[src/rtl/dual_port_ram_arbiter_if.sv]
// Requester-side and RAM-side signals of the dual-port RAM arbiter.
// master = requesters plus RAM environment, slave = the arbiter itself.
interface dual_port_ram_arbiter_if #(
    parameter int NREQ = 4,
    parameter int AW   = 8,
    parameter int DW   = 8
);
    logic [NREQ-1:0]    wr_req;
    logic [NREQ*AW-1:0] wr_addr;
    logic [NREQ*DW-1:0] wr_data;
    logic [NREQ-1:0]    wr_gnt;
    logic [NREQ-1:0]    rd_req;
    logic [NREQ*AW-1:0] rd_addr;
    logic [NREQ-1:0]    rd_gnt;
    logic [NREQ-1:0]    rd_valid;
    logic [DW-1:0]      rd_data;
    logic               init_done;
    logic               ram_write_en;
    logic [AW-1:0]      ram_write_address;
    logic [DW-1:0]      ram_data_in;
    logic               ram_read_en;
    logic [AW-1:0]      ram_read_address;
    logic [DW-1:0]      ram_data_out;

    modport master (
        output wr_req, wr_addr, wr_data, rd_req, rd_addr, ram_data_out,
        input  wr_gnt, rd_gnt, rd_valid, rd_data, init_done,
        input  ram_write_en, ram_write_address, ram_data_in, ram_read_en, ram_read_address
    );

    modport slave (
        input  wr_req, wr_addr, wr_data, rd_req, rd_addr, ram_data_out,
        output wr_gnt, rd_gnt, rd_valid, rd_data, init_done,
        output ram_write_en, ram_write_address, ram_data_in, ram_read_en, ram_read_address
    );
endinterface

[src/rtl/dual_port_ram_arbiter.sv]
// Round-robin write/read arbiter in front of a 1W/1R RAM; grants combinational, read data 1 cycle after grant.
// Writes win same-address collisions (read retried next cycle). DPRAM_INIT_EN adds a post-reset zero-fill sweep.
module dual_port_ram_arbiter #(
    parameter int NREQ = 4,
    parameter int AW   = 8,
    parameter int DW   = 8
) (
    input  logic                   clock,
    input  logic                   reset_n,
    dual_port_ram_arbiter_if.slave bus
);
    localparam int PW = $clog2(NREQ);
    localparam logic [PW-1:0] LAST = PW'(NREQ - 1);

    typedef enum logic {ST_INIT, ST_RUN} state_t;
`ifdef DPRAM_INIT_EN
    localparam state_t RST_STATE = ST_INIT;
`else
    localparam state_t RST_STATE = ST_RUN;
`endif

    // Returns {found, index} of the first request at or after ptr, wrapping at NREQ.
    function automatic logic [PW:0] rr_pick(input logic [NREQ-1:0] req, input logic [PW-1:0] ptr);
        logic [PW:0]   res;
        logic [PW-1:0] idx;
        res = '0;
        for (int k = NREQ - 1; k >= 0; k--) begin
            idx = (int'(ptr) + k >= NREQ) ? PW'(int'(ptr) + k - NREQ) : PW'(int'(ptr) + k);
            if (req[idx]) res = {1'b1, idx};
        end
        return res;
    endfunction

    state_t          state, state_nxt;
    logic [AW-1:0]   init_addr;
    logic [PW-1:0]   wr_ptr, rd_ptr;
    logic [NREQ-1:0] rd_valid_q;
    logic [PW:0]     wr_pick, rd_pick;
    logic [PW-1:0]   wr_idx, rd_idx;
    logic            wr_found, rd_found;
    logic            run, init_active, wr_go, rd_go, collide;
    logic [AW-1:0]   wr_addr_sel, rd_addr_sel;
    logic [DW-1:0]   wr_data_sel;

    assign wr_pick = rr_pick(bus.wr_req, wr_ptr);
    assign rd_pick = rr_pick(bus.rd_req, rd_ptr);
    assign wr_found = wr_pick[PW];
    assign wr_idx   = wr_pick[PW-1:0];
    assign rd_found = rd_pick[PW];
    assign rd_idx   = rd_pick[PW-1:0];

    assign wr_addr_sel = bus.wr_addr[int'(wr_idx)*AW +: AW];
    assign wr_data_sel = bus.wr_data[int'(wr_idx)*DW +: DW];
    assign rd_addr_sel = bus.rd_addr[int'(rd_idx)*AW +: AW];

    // Gating with reset_n makes every grant and RAM enable drop the instant reset asserts.
    assign run         = reset_n && (state == ST_RUN);
    assign init_active = reset_n && (state == ST_INIT);

    assign wr_go   = run && wr_found;
    assign collide = wr_go && rd_found && (rd_addr_sel == wr_addr_sel);
    assign rd_go   = run && rd_found && !collide;

    always_comb begin
        bus.wr_gnt = '0;
        bus.rd_gnt = '0;
        if (wr_go) bus.wr_gnt[wr_idx] = 1'b1;
        if (rd_go) bus.rd_gnt[rd_idx] = 1'b1;
    end

    assign bus.ram_write_en      = init_active || wr_go;
    assign bus.ram_write_address = init_active ? init_addr : wr_addr_sel;
    assign bus.ram_data_in       = init_active ? '0 : wr_data_sel;
    assign bus.ram_read_en       = rd_go;
    assign bus.ram_read_address  = rd_addr_sel;
    assign bus.rd_valid          = rd_valid_q;
    assign bus.rd_data           = bus.ram_data_out;

`ifdef DPRAM_INIT_EN
    assign bus.init_done = run;
`else
    assign bus.init_done = 1'b1;
`endif

    always_comb begin
        state_nxt = state;
        if (state == ST_INIT && init_addr == {AW{1'b1}}) state_nxt = ST_RUN;
    end

    always_ff @(posedge clock or negedge reset_n) begin
        if (!reset_n) begin
            state      <= RST_STATE;
            init_addr  <= '0;
            wr_ptr     <= '0;
            rd_ptr     <= '0;
            rd_valid_q <= '0;
        end else begin
            state <= state_nxt;
            if (init_active) init_addr <= init_addr + 1'b1;
            if (wr_go) wr_ptr <= (wr_idx == LAST) ? '0 : wr_idx + 1'b1;
            if (rd_go) rd_ptr <= (rd_idx == LAST) ? '0 : rd_idx + 1'b1;
            rd_valid_q <= bus.rd_gnt;
        end
    end
endmodule
[src/flat_wrapper.sv]
// flat-port wrapper written by rule: the top's interface ports become plain ports
module dual_port_ram_arbiter_flat 
#(
    parameter int NREQ = 4,
    parameter int AW   = 8,
    parameter int DW   = 8
)
  (clock, reset_n, bus_wr_req, bus_wr_addr, bus_wr_data, bus_rd_req, bus_rd_addr, bus_ram_data_out, bus_wr_gnt, bus_rd_gnt, bus_rd_valid, bus_rd_data, bus_init_done, bus_ram_write_en, bus_ram_write_address, bus_ram_data_in, bus_ram_read_en, bus_ram_read_address);
  dual_port_ram_arbiter_if #(.NREQ(NREQ), .AW(AW), .DW(DW)) bus_i ();
  input  logic clock;
  input  logic reset_n;
  input wire logic [$bits(bus_i.wr_req)-1:0] bus_wr_req;
  input wire logic [$bits(bus_i.wr_addr)-1:0] bus_wr_addr;
  input wire logic [$bits(bus_i.wr_data)-1:0] bus_wr_data;
  input wire logic [$bits(bus_i.rd_req)-1:0] bus_rd_req;
  input wire logic [$bits(bus_i.rd_addr)-1:0] bus_rd_addr;
  input wire logic [$bits(bus_i.ram_data_out)-1:0] bus_ram_data_out;
  output wire logic [$bits(bus_i.wr_gnt)-1:0] bus_wr_gnt;
  output wire logic [$bits(bus_i.rd_gnt)-1:0] bus_rd_gnt;
  output wire logic [$bits(bus_i.rd_valid)-1:0] bus_rd_valid;
  output wire logic [$bits(bus_i.rd_data)-1:0] bus_rd_data;
  output wire logic [$bits(bus_i.init_done)-1:0] bus_init_done;
  output wire logic [$bits(bus_i.ram_write_en)-1:0] bus_ram_write_en;
  output wire logic [$bits(bus_i.ram_write_address)-1:0] bus_ram_write_address;
  output wire logic [$bits(bus_i.ram_data_in)-1:0] bus_ram_data_in;
  output wire logic [$bits(bus_i.ram_read_en)-1:0] bus_ram_read_en;
  output wire logic [$bits(bus_i.ram_read_address)-1:0] bus_ram_read_address;
  assign bus_i.wr_req = bus_wr_req;
  assign bus_i.wr_addr = bus_wr_addr;
  assign bus_i.wr_data = bus_wr_data;
  assign bus_i.rd_req = bus_rd_req;
  assign bus_i.rd_addr = bus_rd_addr;
  assign bus_i.ram_data_out = bus_ram_data_out;
  assign bus_wr_gnt = bus_i.wr_gnt;
  assign bus_rd_gnt = bus_i.rd_gnt;
  assign bus_rd_valid = bus_i.rd_valid;
  assign bus_rd_data = bus_i.rd_data;
  assign bus_init_done = bus_i.init_done;
  assign bus_ram_write_en = bus_i.ram_write_en;
  assign bus_ram_write_address = bus_i.ram_write_address;
  assign bus_ram_data_in = bus_i.ram_data_in;
  assign bus_ram_read_en = bus_i.ram_read_en;
  assign bus_ram_read_address = bus_i.ram_read_address;
  dual_port_ram_arbiter #(.NREQ(NREQ), .AW(AW), .DW(DW)) u_core (.clock(clock), .reset_n(reset_n), .bus(bus_i));
endmodule
[config.mk]
export PLATFORM = sky130hd
export DESIGN_NAME = dual_port_ram_arbiter_flat
export DESIGN_NICKNAME = d
export VERILOG_FILES = /design/src/rtl/dual_port_ram_arbiter_if.sv /design/src/rtl/dual_port_ram_arbiter.sv /design/src/flat_wrapper.sv
export SDC_FILE = /design/constraint.sdc
export NUM_CORES = 1
export LEC_CHECK = 0
export ABC_CLOCK_PERIOD_IN_PS = 3100
export CAP_MARGIN = 30
export CORE_AREA = 2 2 82 84
export DETAILED_ROUTE_END_ITERATION = 16
export DIE_AREA = 0 0 84 86
export HOLD_SLACK_MARGIN = 0.12
export PLACE_DENSITY = 0.71
export SYNTH_ARGS = -nofsm -noshare
export SYNTH_HDL_FRONTEND = slang
export SYNTH_SLANG_ARGS = --single-unit
[constraint.sdc]
create_clock -name clock -period 3.1 [get_ports clock]
set_clock_uncertainty 0.05 [all_clocks]
set_input_delay 0.31 -clock clock [delete_from_list [all_inputs] [get_ports clock]]
set_output_delay 0.31 -clock clock [all_outputs]
set_load 0.02 [all_outputs]
# Yosys cells after proc, flatten, opt, wreduce, memory -nomap -nowiden
# Index checks and enable logic that the tools add are counted.
# totals
register_bits	8
in_bits	114
output_inout_bits	47
elab_cells	93
# op_classes
addsub	16
order_cmp	20
n_eq_ne	3
shift	3
mux	40
reduce_logical	8
# op_table
cell	n
variable part select 32 x 6 -> 8 bit	3
< comparator 2 x 3 -> 1 bit, second input constant	10
2-to-1 mux 3 bit	8
2-to-1 mux 2 bit	10
>= comparator 3 bit, second input constant	6
binary-select mux 1 bit (select 2 bit)	8
subtractor 2 x 1 -> 2 bit, second input constant	8
adder 2 x 2 -> 3 bit, second input constant	4
2-to-1 mux 1 bit	10
== test 8 bit	1
2-to-1 mux 4 bit	2
logical AND 1 bit	7
adder 2 x 1 -> 3 bit, second input constant	2
>= comparator 2 x 3 -> 1 bit, second input constant	2
adder 2 x 1 -> 2 bit, second input constant	2
demux 1 bit (select 2 bit)	2
== test 2 bit, second input constant	2
>= comparator 2 x 1 -> 1 bit, second input constant	2
zero test 1 bit	1

# Longest topological paths before layout
# depth
word_depth	15
mapped_depth	11
depth_no_buf	9

# Least setup slack after synthesis
# No wires, ideal clock.
# synth_timing
path_type	reg-to-output
from	register u_core.wr_ptr[1]
to	output bus_rd_gnt[0]
arrival_ns	2.647
t_required_ns	2.740
slack_ns	0.093
path_stages_with_launch	10
path_buffers	1
cell_sequence	dfrtp_1 > mux2i_1 > nor2_1 > a311oi_1 > clkbuf_4 > mux2i_1 > xor2_1 > nor4_2 > a31oi_4 > and2_1
# synth_via
elab_chain_len	15
elab_cells_between_ends	35
cone_classes	7 x add/sub; 4 x order compare; 1 x eq/ne; 1 x shift; 17 x mux; 5 x reduce/logical
# synth_lines
element	line_no	rtl
start, declared	dual_port_ram_arbiter.sv:36	logic [PW-1:0] wr_ptr, rd_ptr;
start signal, assigned	dual_port_ram_arbiter.sv:100	if (wr_go) wr_ptr <= (wr_idx == LAST) ? '0 : wr_idx + 1'b1;
adder 2 x 2 -> 3 bit	dual_port_ram_arbiter.sv:28	idx = (int'(ptr) + k >= NREQ) ? PW'(int'(ptr) + k - NREQ) : PW'(int'(ptr) + k);
>= comparator 3 bit / subtractor 2 x 1 -> 2 bit (equally long branches)	dual_port_ram_arbiter.sv:28	
2-to-1 mux 2 bit	dual_port_ram_arbiter.sv:28	
binary-select mux 1 bit (select 2 bit)	dual_port_ram_arbiter.sv:29	if (req[idx]) res = {1'b1, idx};
2-to-1 mux 1 bit (implied by the code)	dual_port_ram_arbiter.sv:29	
2-to-1 mux 3 bit (3 in series)	dual_port_ram_arbiter.sv:29	
2-to-1 mux 3 bit (*)	dual_port_ram_arbiter.sv:29	
variable part select 32 x 6 -> 8 bit (*)	dual_port_ram_arbiter.sv:52	assign wr_addr_sel = bus.wr_addr[int'(wr_idx)*AW +: AW];
named net bus_ram_write_address[4]	flat_wrapper.sv:24	output wire logic [$bits(bus_i.ram_write_address)-1:0] bus_ram_write_address;
== test 8 bit (*)	dual_port_ram_arbiter.sv:61	assign collide = wr_go && rd_found && (rd_addr_sel == wr_addr_sel);
logical AND 1 bit (*)	dual_port_ram_arbiter.sv:61	
zero test 1 bit (*)	dual_port_ram_arbiter.sv:62	assign rd_go = run && rd_found && !collide;
logical AND 1 bit (*)	dual_port_ram_arbiter.sv:62	
named net bus_ram_read_en	flat_wrapper.sv:26	output wire logic [$bits(bus_i.ram_read_en)-1:0] bus_ram_read_en;
2-to-1 mux 4 bit (*)	dual_port_ram_arbiter.sv:68	if (rd_go) bus.rd_gnt[rd_idx] = 1'b1;
end, declared	flat_wrapper.sv:19	output wire logic [$bits(bus_i.rd_gnt)-1:0] bus_rd_gnt;
# The timed path passes the listed nets; every way through them passes the cells marked *. The select of a mux whose other input is x is not followed.

# Worst setup path in the final report
# layout_timing
from	register u_core.rd_ptr[0]
to	output bus_rd_gnt[3]
# layout_via
elab_chain_len	15
elab_cells_between_ends	40
cone_classes	7 x add/sub; 6 x order compare; 1 x eq/ne; 1 x shift; 19 x mux; 6 x reduce/logical
# layout_lines
element	line_no	rtl
start, declared	dual_port_ram_arbiter.sv:36	
start signal, assigned	dual_port_ram_arbiter.sv:101	if (rd_go) rd_ptr <= (rd_idx == LAST) ? '0 : rd_idx + 1'b1;
adder 2 x 2 -> 3 bit	dual_port_ram_arbiter.sv:28	
>= comparator 3 bit / subtractor 2 x 1 -> 2 bit (equally long branches)	dual_port_ram_arbiter.sv:28	
2-to-1 mux 2 bit	dual_port_ram_arbiter.sv:28	
binary-select mux 1 bit (select 2 bit)	dual_port_ram_arbiter.sv:29	
2-to-1 mux 1 bit (implied by the code)	dual_port_ram_arbiter.sv:29	
2-to-1 mux 3 bit (3 in series)	dual_port_ram_arbiter.sv:29	
2-to-1 mux 3 bit (*)	dual_port_ram_arbiter.sv:29	
variable part select 32 x 6 -> 8 bit	dual_port_ram_arbiter.sv:54	assign rd_addr_sel = bus.rd_addr[int'(rd_idx)*AW +: AW];
== test 8 bit	dual_port_ram_arbiter.sv:61	
logical AND 1 bit	dual_port_ram_arbiter.sv:61	
zero test 1 bit	dual_port_ram_arbiter.sv:62	
logical AND 1 bit	dual_port_ram_arbiter.sv:62	
2-to-1 mux 4 bit (*)	dual_port_ram_arbiter.sv:68	
# Every way passes the cells marked *; elsewhere a longest branch is shown, timed or not. The select of a mux whose other input is x is not followed.

==> metrics.md <==
| Metric | Value |
|---|---|
| Num CTS Buffers | 3 |
| Failing checks | negative setup slack |
| Seq/Total Area, Yosys | 0.1287 |
| F_max | 317.5 MHz |
| CP max stage delay | between 400 and 500 ps |
| Crit-path slowest cell | dfrtp_1 |
| Main flop type after synthesis | dfrtp_1 |
| # diodes | 0 |
| Worst vdd ir | between 0.4 and 0.5 mV |
| WL/cell | ~15 µm |
| Syn nets | around 300 |
| Status | finished, violations left |
| Tot Pwr | between 2 and 2.5 mW |
| Crit-path leading delay family | compound AO/OA/AOI/OAI gates |
| Dpl cell area | around 3300 µm² |
| Leak | approximately 1.6 nW |
| Yosys top cell by area | mux2i_1 |
| Worst hold path class | input pin to async pin |
| Ranking of synthesized cells by area | mux2i_1, dfrtp_1, ha_1 |
| Post-synth top area share | 0.3604 |
| Min Tclk post-route | ~3200 ps |
| Count leader, synth | mux2i_1 |
| Initial antenna violation count | 0 |
| Cell count after placement | 414 |
| Worst Path Arrival | 2790 ps |
| # DRC | 0 |
| Critical path capture point type | output port |
| Row cnt | 29 |
| DR pass1 iterations | 4 |
| Hpwl dp | about 5.3 mm |
| Core ar. | roughly 6300 µm² |
| Async set or reset register ratio after synthesis | 1.000 |
| Netlist cell types | 35 |
| Setup ws final | -50.02 ps |
| Final Instance Area | 3616 µm² |
| Yosys reg bits | 8 |
| Skew-Pair Late Insertion Delay | around 220 ps |
| Critical path data required time | ~2700 ps |
| H-tree depth | 1 |
| Largest net degree at the start of global routing | 28 |
| CTS tree | yes |
| First-pass GRT wire length | around 9.9 mm |
| Setup crit start kind | register |
| Die width | approximately 84 µm |
| Drt via density | ~4.5 |
| Total GRT Usage | 0.1699 |
| RSZ-0062 raised after global routing | yes |
| Worst-path cell chain | nor2b_4 -> a21o_1 -> a211oi_4 -> buf_4 -> buf_6 -> mux2i_1 -> mux2i_1 -> xor2_1 -> nor4_4 -> a31oi_4 -> and2_4 -> buf_6 |
| Worst-path clk slew | around 40 ps |
| Yosys Warn Count | 0 |
| Synth Area per Inst | 8.938 µm² |
| Leading cell types by count after synthesis | mux2i_1, a21oi_1, buf_4 |
| Via count | just under 2,000 |
| Clock Sinks | 8 |
| Final Hold Vio Count | 0 |
| Total gr overflow | 0 |
| WP buf/inv | 3 |
| Final Net Count | slightly below 500 |
| # port buffers | between 100 and 150 |
| Area of the mapped netlist | roughly 1600 µm² |
| Slew Viols, Final | 0 |
| Period Utilization, post-route | 1.016 |
| Starting Density | 0.2478 |
| Max_cap viols | 0 |
| Crit Path Max Fanout | 5 |
| Die H | 86 µm |
| Root buffer cell | clkbuf_8 |
| Final core utilization | 0.5760 |
| Ports | about 160 |
| Layout area overhead | 132.5% |
| Final std cells w/o fill | between 400 and 500 |
| Routed WL | between 6 and 7 mm |
| Final setup fails | 5 |
| Clk buf depth | 2 |
| Placer Congestion | between 0.7 and 0.8 |
| Die ar. | between 7000 and 8000 µm² |
| Pwr Density | between 600 and 700 nW/µm² |
| Fraction of layout cells with a size suffix above 1 | 0.2654 |
| Post-synthesis cell count | ~170 |
| Number of global-route vias before repair | 2,104 |
| Setup CP Type | register to output port |
| EDFF count, synth | 0 |
| Antenna viol nets, final | 0 |
| DR iter-0 viols | 39 |
flip-flops by register name, indices dropped and copies added, names as in the netlist:
register and flops:
u_core.rd_ptr 2, u_core.wr_ptr 2, u_core.bus.rd_valid 4
stage by stage:
step | hold WS, ps | worst slack (ps) | setup TNS [ps]
floorplan | -35.59 | 93.48 | 0
global placement | 446.9 | -666.0 | -3635
detailed placement | 446.8 | -720.2 | -4045
CTS | 431.7 | -100.5 | -458.9
global route | 445.7 | -192.7 | -868.5
finish | 429.1 | -50.02 | -130.8
kinds of logic after synthesis:
| logic type | count (synthesis) | share of synthesized area |
|---|---|---|
| AOI/OAI and AO/OA | 34 | 0.1657 |
| xor gates and xnor gates | 8 | 0.04505 |
| adders and majority gates | 8 | 0.06436 |
| buffers and inverters | 28 | 0.1110 |
| DFF | 8 | 0.1287 |
| muxes | 57 | 0.3701 |
| other | 1 | 0.002411 |
| and+or+nand+nor | 30 | 0.1126 |
cell usage in the layout, fill, tap and decap left out, types with 3 or more instances in the layout:
cell type and n:
a21oi_1 13, mux2i_2 7, ha_1 8, and2_4 4
dlygate4sd2_1 7, clkbuf_8 3, nand2b_1 3, nor2b_1 8
mux2i_1 46, and2_1 4, inv_1 7, a211oi_1 8
dfrtp_1 8, xor2_1 8, nor2_1 3, clkdlybuf4s50_1 129
nand2_1 4, mux2i_4 3, buf_6 10, buf_4 49
metal layers:
layer | part of all wire | vias up | global-route usage
li1 | - | 984 | -
met1 | 0.38 | 874 | 0.1949
met2 | 0.54 | 86 | 0.3309
met3 | 0.072 | 4 | 0.04331
met4 | 0.0046 | 0 | 0.01026
met5 | 0 | - | 0
power by group:
group,internal (mW),switching [mW],total (mW)
clock,0.0837,0.0360,0.120
sequential,0.138,0.0366,0.175
combinational,1.11,0.890,2.00
final cells by class:
cell class	count	area [µm²]
fillers	591	2661
repair buffers	200	1924
multi-input cells	138	1319
flip-flops and latches	8	200.2
well taps	77	96.34
clock buffers	3	41.29
inverters	9	35.03
final timing paths:
path	from	endpoint	slack, ps	depth (start not counted)
max in group asynchronous	reset_n	u_core.wr_ptr[1]	2440	2
setup / recovery	u_core.rd_ptr[0]	bus_rd_gnt[3]	-50	12
min in group clock	u_core.wr_ptr[0]	u_core.wr_ptr[0]	450	2
hold / removal	reset_n	u_core.bus.rd_valid[0]	430	2
hold reg to reg	u_core.wr_ptr[0]	u_core.wr_ptr[0]	450	2
setup reg to reg	u_core.rd_ptr[0]	u_core.rd_ptr[1]	120	13
timing repair:
| item | in CTS | in global routing |
|---|---|---|
| gates resized for setup | 69 | 4 |
| gates cloned | 2 | 0 |
| setup buffers | 12 | 6 |
| hold buffers | 0 | 0 |
| pin swaps | 11 | 8 |
| endpoints found under the setup margin | 9 | 12 |
Power figures use the tool's default switching activity.
